<file path="config.mk">
export PLATFORM = sky130hd
export DESIGN_NAME = sdram_fb_arbiter
export DESIGN_NICKNAME = d
export VERILOG_FILES = /design/src/rtl/sdram_fb_arbiter.sv
export SDC_FILE = /design/constraint.sdc
export NUM_CORES = 1
export LEC_CHECK = 0
export ABC_AREA = 0
export BUFFER_PORTS_ARGS = -buffer_cell sky130_fd_sc_hd__buf_2
export CORE_MARGIN = 4
export CORE_UTILIZATION = 55
export CTS_BUF_LIST = sky130_fd_sc_hd__clkbuf_2 sky130_fd_sc_hd__clkbuf_4 sky130_fd_sc_hd__clkbuf_8
export DETAILED_ROUTE_END_ITERATION = 8
export PLACE_DENSITY = 0.82
export SLEW_MARGIN = 25
export SYNTH_ARGS = -nofsm -noshare
export SYNTH_HDL_FRONTEND = slang
export SYNTH_SLANG_ARGS = --single-unit
</file>
<file path="constraint.sdc">
create_clock -name CLK -period 10.7 [get_ports CLK]
set_input_delay 0 -clock CLK [delete_from_list [all_inputs] [get_ports CLK]]
set_output_delay 0 -clock CLK [all_outputs]
set_load 0.1 [all_outputs]
</file>
<file path="src/rtl/sdram_fb_arbiter.sv">
// Arbitrates the SDRAM framebuffer bridge between fractal pixel writes and VGA scanout reads.
// Optional statistics counters are compiled in with FB_ARB_STATS_EN.
module sdram_fb_arbiter #(
    parameter int FB_WIDTH        = 640,
    parameter int FB_HEIGHT       = 480,
    parameter int MAX_OUTSTANDING = 4,
    parameter int MAX_RD_STREAK   = 16
) (
    input  logic        CLK,
    input  logic        RESET,
    input  logic        wr_valid,
    input  logic [9:0]  wr_x,
    input  logic [9:0]  wr_y,
    input  logic [7:0]  wr_data,
    output logic        wr_ready,
    input  logic        rd_valid,
    input  logic [9:0]  rd_x,
    input  logic [9:0]  rd_y,
    output logic        rd_ready,
    output logic        rd_rvalid,
    output logic [7:0]  rd_rdata,
    output logic [22:0] mem_address,
    output logic        mem_read,
    output logic        mem_write,
    output logic [15:0] mem_writedata,
    output logic [1:0]  mem_byteenable,
    input  logic        mem_waitrequest,
    input  logic [15:0] mem_readdata,
    input  logic        mem_readdatavalid,
    output logic [1:0]  dbg_state
`ifdef FB_ARB_STATS_EN
    ,
    output logic [31:0] stat_rd_cnt,
    output logic [31:0] stat_wr_cnt,
    output logic [31:0] stat_starve_cnt
`endif
);
    // Handshake: a request is taken on a cycle where valid and ready are both 1;
    // ready is never asserted without valid, and the bridge command follows one cycle later.
    localparam int OW = $clog2(MAX_OUTSTANDING + 1);
    localparam int SW = $clog2(MAX_RD_STREAK + 1);

    typedef enum logic [1:0] {IDLE = 2'd0, RD = 2'd1, WR = 2'd2, DRAIN = 2'd3} state_t;

    state_t        state, state_next;
    logic [OW-1:0] outstanding;
    logic [OW:0]   occ;
    logic [SW-1:0] streak;
    logic          arb_en, rd_grant, wr_grant, rd_done, wr_done, rsp_take;
    logic          wr_oob, streak_block;
    logic [9:0]    rd_xc, rd_yc;
    logic [22:0]   rd_addr, wr_addr;
    logic          unused_readdata_hi;

    assign unused_readdata_hi = ^mem_readdata[15:8];

    assign rd_done  = (state == RD) && !mem_waitrequest;
    assign wr_done  = (state == WR) && !mem_waitrequest;
    assign rsp_take = mem_readdatavalid && (outstanding != '0);
    // A read completing this cycle already occupies a bridge slot.
    assign occ      = {1'b0, outstanding} + {{OW{1'b0}}, rd_done};

    assign wr_oob       = (wr_x >= 10'(FB_WIDTH)) || (wr_y >= 10'(FB_HEIGHT));
    assign streak_block = wr_valid && (streak >= SW'(MAX_RD_STREAK));
    assign rd_xc        = (rd_x >= 10'(FB_WIDTH))  ? 10'(FB_WIDTH - 1)  : rd_x;
    assign rd_yc        = (rd_y >= 10'(FB_HEIGHT)) ? 10'(FB_HEIGHT - 1) : rd_y;
    assign rd_addr      = 23'(rd_xc) * 23'(FB_HEIGHT) + 23'(rd_yc);
    assign wr_addr      = 23'(wr_x) * 23'(FB_HEIGHT) + 23'(wr_y);

    always_ff @(posedge CLK) begin
        if (RESET) state <= IDLE;
        else       state <= state_next;
    end

    always_comb begin
        state_next = state;
        rd_grant   = 1'b0;
        wr_grant   = 1'b0;
        case (state)
            IDLE:    arb_en = 1'b1;
            RD:      arb_en = !mem_waitrequest;
            WR:      arb_en = !mem_waitrequest;
            DRAIN:   arb_en = (outstanding == '0);
            default: arb_en = 1'b1;
        endcase
        if (arb_en && !RESET) begin
            if (rd_valid && (occ < (OW+1)'(MAX_OUTSTANDING)) && !streak_block) begin
                rd_grant   = 1'b1;
                state_next = RD;
            end else if (wr_valid) begin
                if (wr_oob) begin
                    wr_grant   = 1'b1;
                    state_next = IDLE;
                end else if (occ != '0) begin
                    state_next = DRAIN;
                end else begin
                    wr_grant   = 1'b1;
                    state_next = WR;
                end
            end else begin
                state_next = IDLE;
            end
        end
    end

    always_comb begin
        mem_read       = (state == RD);
        mem_write      = (state == WR);
        mem_byteenable = (state == WR) ? 2'b01 : 2'b11;
        rd_ready       = rd_grant;
        wr_ready       = wr_grant;
        dbg_state      = state;
    end

    always_ff @(posedge CLK) begin
        if (RESET) begin
            outstanding   <= '0;
            streak        <= '0;
            mem_address   <= '0;
            mem_writedata <= '0;
            rd_rvalid     <= 1'b0;
            rd_rdata      <= '0;
        end else begin
            if (rd_grant)
                mem_address <= rd_addr;
            else if (wr_grant && !wr_oob)
                mem_address <= wr_addr;
            if (wr_grant && !wr_oob)
                mem_writedata <= {8'h00, wr_data};
            if (rd_done && !rsp_take)
                outstanding <= outstanding + 1'b1;
            else if (!rd_done && rsp_take)
                outstanding <= outstanding - 1'b1;
            if (!wr_valid || wr_grant)
                streak <= '0;
            else if (rd_grant && (streak < SW'(MAX_RD_STREAK)))
                streak <= streak + 1'b1;
            // Gating on outstanding drops responses to reads that a reset abandoned.
            rd_rvalid <= rsp_take;
            rd_rdata  <= mem_readdata[7:0];
        end
    end

`ifdef FB_ARB_STATS_EN
    always_ff @(posedge CLK) begin
        if (RESET) begin
            stat_rd_cnt     <= '0;
            stat_wr_cnt     <= '0;
            stat_starve_cnt <= '0;
        end else begin
            if (rd_done && (stat_rd_cnt != 32'hFFFF_FFFF))
                stat_rd_cnt <= stat_rd_cnt + 1'b1;
            if (wr_done && (stat_wr_cnt != 32'hFFFF_FFFF))
                stat_wr_cnt <= stat_wr_cnt + 1'b1;
            if (wr_valid && !wr_grant && (stat_starve_cnt != 32'hFFFF_FFFF))
                stat_starve_cnt <= stat_starve_cnt + 1'b1;
        end
    end
`endif
endmodule

</file>
==> reports/qor.csv <==
metric,value,unit
CTS Buf Count,5,
fin crit share,0.402,
fin util,0.670,
RSZ-0062 raised after global routing,false,
Yosys top cell by area,dfxtp_1,
initial drt markers,248,
Fmax,232,MHz
fillers,688,
via/cell ratio,5.73,
Max Slew Vio Count,0,
max cap viols,0,
core area,8850,um2
Slew @ Worst Pin,0.726,ns
Sequential cell area,941,um2
VDD IR max,0.138,mV
setup bufs post-CTS,0,
clk root buf,clkbuf_8,
Fin. Hold Viols,0,
Area growth syn-to-layout,16.6,%
global-route wire length before repair,21200,um
Syn. warnings,0,
final setup fails,0,
htree depth,2,
critical path data required time,10.92,ns
ranking of synthesized cells by area,"dfxtp_1, ha_1, fa_1",
register area share after synthesis,0.185,
CTS tree,built,
crit end category,register,
die height,104,um
Worst Hold Class,input port to register,
Synth Register Bits,47,
pin count of the biggest net entering global routing,41,
Port Buf Inserts,105,
clock buffer depth,2,
"EDFF count, synth",0,
Post-Route WL,12400,um
Synth Area per Inst,8.21,um2
"Clk Latency, worst-skew pair",0.30,ns
Ports,126,
GP Congestion,0.834,
DR DRC count,0,
Worst Path Max Fanout,18,
layout cell share with drive strength beyond 1,0.191,
HPWL after detailed placement,9580,um
hold depth,3,
via count,4822,
antenna-violating nets left,0,
clock-pin slew on the worst setup and hold paths,0.09,ns
clock skew,0.00782,ns
Post-Syn Area,5090,um2
drt first pass iters,5,
n_diodes,0,
crit path kind,input port to register,
top-area cell type share of the netlist area,0.185,
Crit path arrival time,4.52,ns
async set-reset flop share out of synthesis,0,
Synth Flop Type,dfxtp_1,
startpoint types,input port,
area occupied by multi-input gates,3770,um2
post-synth cell types,72,
worst r2r path cells,13,
met2 wire length,6210,um
startpoint of the worst hold path,rd_y[1],
highest metal used,met4,
Final TNS setup,0,ns
Total GRT Usage,0.226,
reg2reg end,mem_address[18]$_SDFFE_PP0P_,
total gr overflow,0,
pwr dens,206,nW/um2
antenna violations before repair,0,
Post-Syn Instances,620,
Rows,34,
vias in the first global route,4682,
routed length on met1,5280,um
most common library cells after synthesis,"inv_1, ha_1, nor2_1",
TritonCTS Sinks,47,
min Tclk post-route,4.30,ns
"count leader, synth",inv_1,
die width,104,um
worst reg2reg path startpoint,dbg_state[1]$_SDFFE_PP0P_,
total die area,10900,um2
DR WL met3,789,um
outcome,"finished, final reports clean",
Initial Util,0.575,
leakage power,2.77,nW
R2R Setup Slk,7.13,ns
wire per inst,14.8,um
WHS Endpoint,mem_address[1]$_SDFFE_PP0P_,
Final nets,888,
Worst slew margin,0.516,
cell families after synthesis:
kind of cell	after synthesis	synth area share
xor+xnor	39	0.0671
mux	4	0.00812
compound gates	132	0.180
flops	47	0.185
simple gates	212	0.212
fa+ha+maj	89	0.262
buf+inv	95	0.0848
other cells	2	0.00148
flip-flops by register name, summed over array words and instances (netlist names):
name,cells
dbg_state,2
streak,5
rd_rvalid,1
outstanding,3
rd_rdata,8
mem_address,20
mem_writedata,8
where the power goes:
part | switching, mW | leakage, nW | internal [mW]
logic | 0.581 | 2.34 | 0.305
registers | 0.0210 | 0.385 | 0.202
clock network | 0.0623 | 0.0474 | 0.0528
layer usage:
metal,global-route usage,vias to the layer above
li1,-,2347
met1,0.279,2284
met2,0.406,180
met3,0.0459,11
met4,0.0522,0
met5,0,-
per-stage QoR:
step | setup slack, ns | total power [mW] | cells | hold WS [ns] | instance area (um2)
after floorplan | 4.04 | 0.952 | 631 | 0.128 | 5130
after global placement | 6.18 | 1.07 | 811 | 0.212 | 5610
after detailed placement | 6.11 | 1.10 | 811 | 0.219 | 5610
after CTS | 6.40 | 1.22 | 841 | 0.0851 | 5930
after global routing | 6.00 | 1.33 | 841 | 0.0946 | 5930
final | 6.40 | 1.22 | 841 | 0.0894 | 5930
area by class of cell:
type,count,area share
Inverter,59,0.0373
Tap cell,108,0.0228
Clock inverter,2,0.00274
Clock buffer,6,0.0139
Timing Repair Buffer,130,0.130
Sequential cell,47,0.159
Multi-Input combinational cell,489,0.635
critical path, cell delays in order:
cell      delay [ns]
buf_2           0.11
inv_1           0.17
nor2_1          0.07
buf_4           0.19
or2_2           0.31
fa_1            0.48
ha_1            0.34
xnor2_1         0.22
inv_1           0.08
fa_1            0.49
inv_1           0.04
ha_1            0.33
o21ai_0         0.11
o21bai_1        0.16
a21oi_1         0.13
nor4b_1         0.46
nand2_1         0.21
nor4_1          0.27
xnor2_1         0.13
a221oi_2        0.21
layout by cell type (no fill, tap or decap), drive strengths merged, types with 16 or more instances in the layout:
cell         netlist  layout
xnor2             25      25
ha                56      56
inv               59      59
dlygate4sd3        0      22
nand2             54      54
o21ai             16      16
a21oi             38      38
fa                30      30
buf               21     108
nor3              20      20
nor2              56      56
dfxtp             47      47
worst max-delay path by stage:
stage               slack [ns]                            to                       from
floorplan                 4.04        streak[0]$_SDFFE_PP0P_  dbg_state[0]$_SDFFE_PP0P_
global placement          6.18  mem_address[18]$_SDFFE_PP0P_                    rd_x[9]
detailed placement        6.11  mem_address[16]$_SDFFE_PP0P_                    rd_x[9]
CTS                       6.40  mem_address[18]$_SDFFE_PP0P_                    rd_x[9]
global route              6.00  mem_address[18]$_SDFFE_PP0P_                    rd_x[9]
finish                    6.40  mem_address[18]$_SDFFE_PP0P_                    rd_x[9]
timing repair:
item	CTS	global route
hold endpoints to repair	22	0
hold buffers	22	0
resized for setup	0	0
Power figures use the tool's default switching activity.
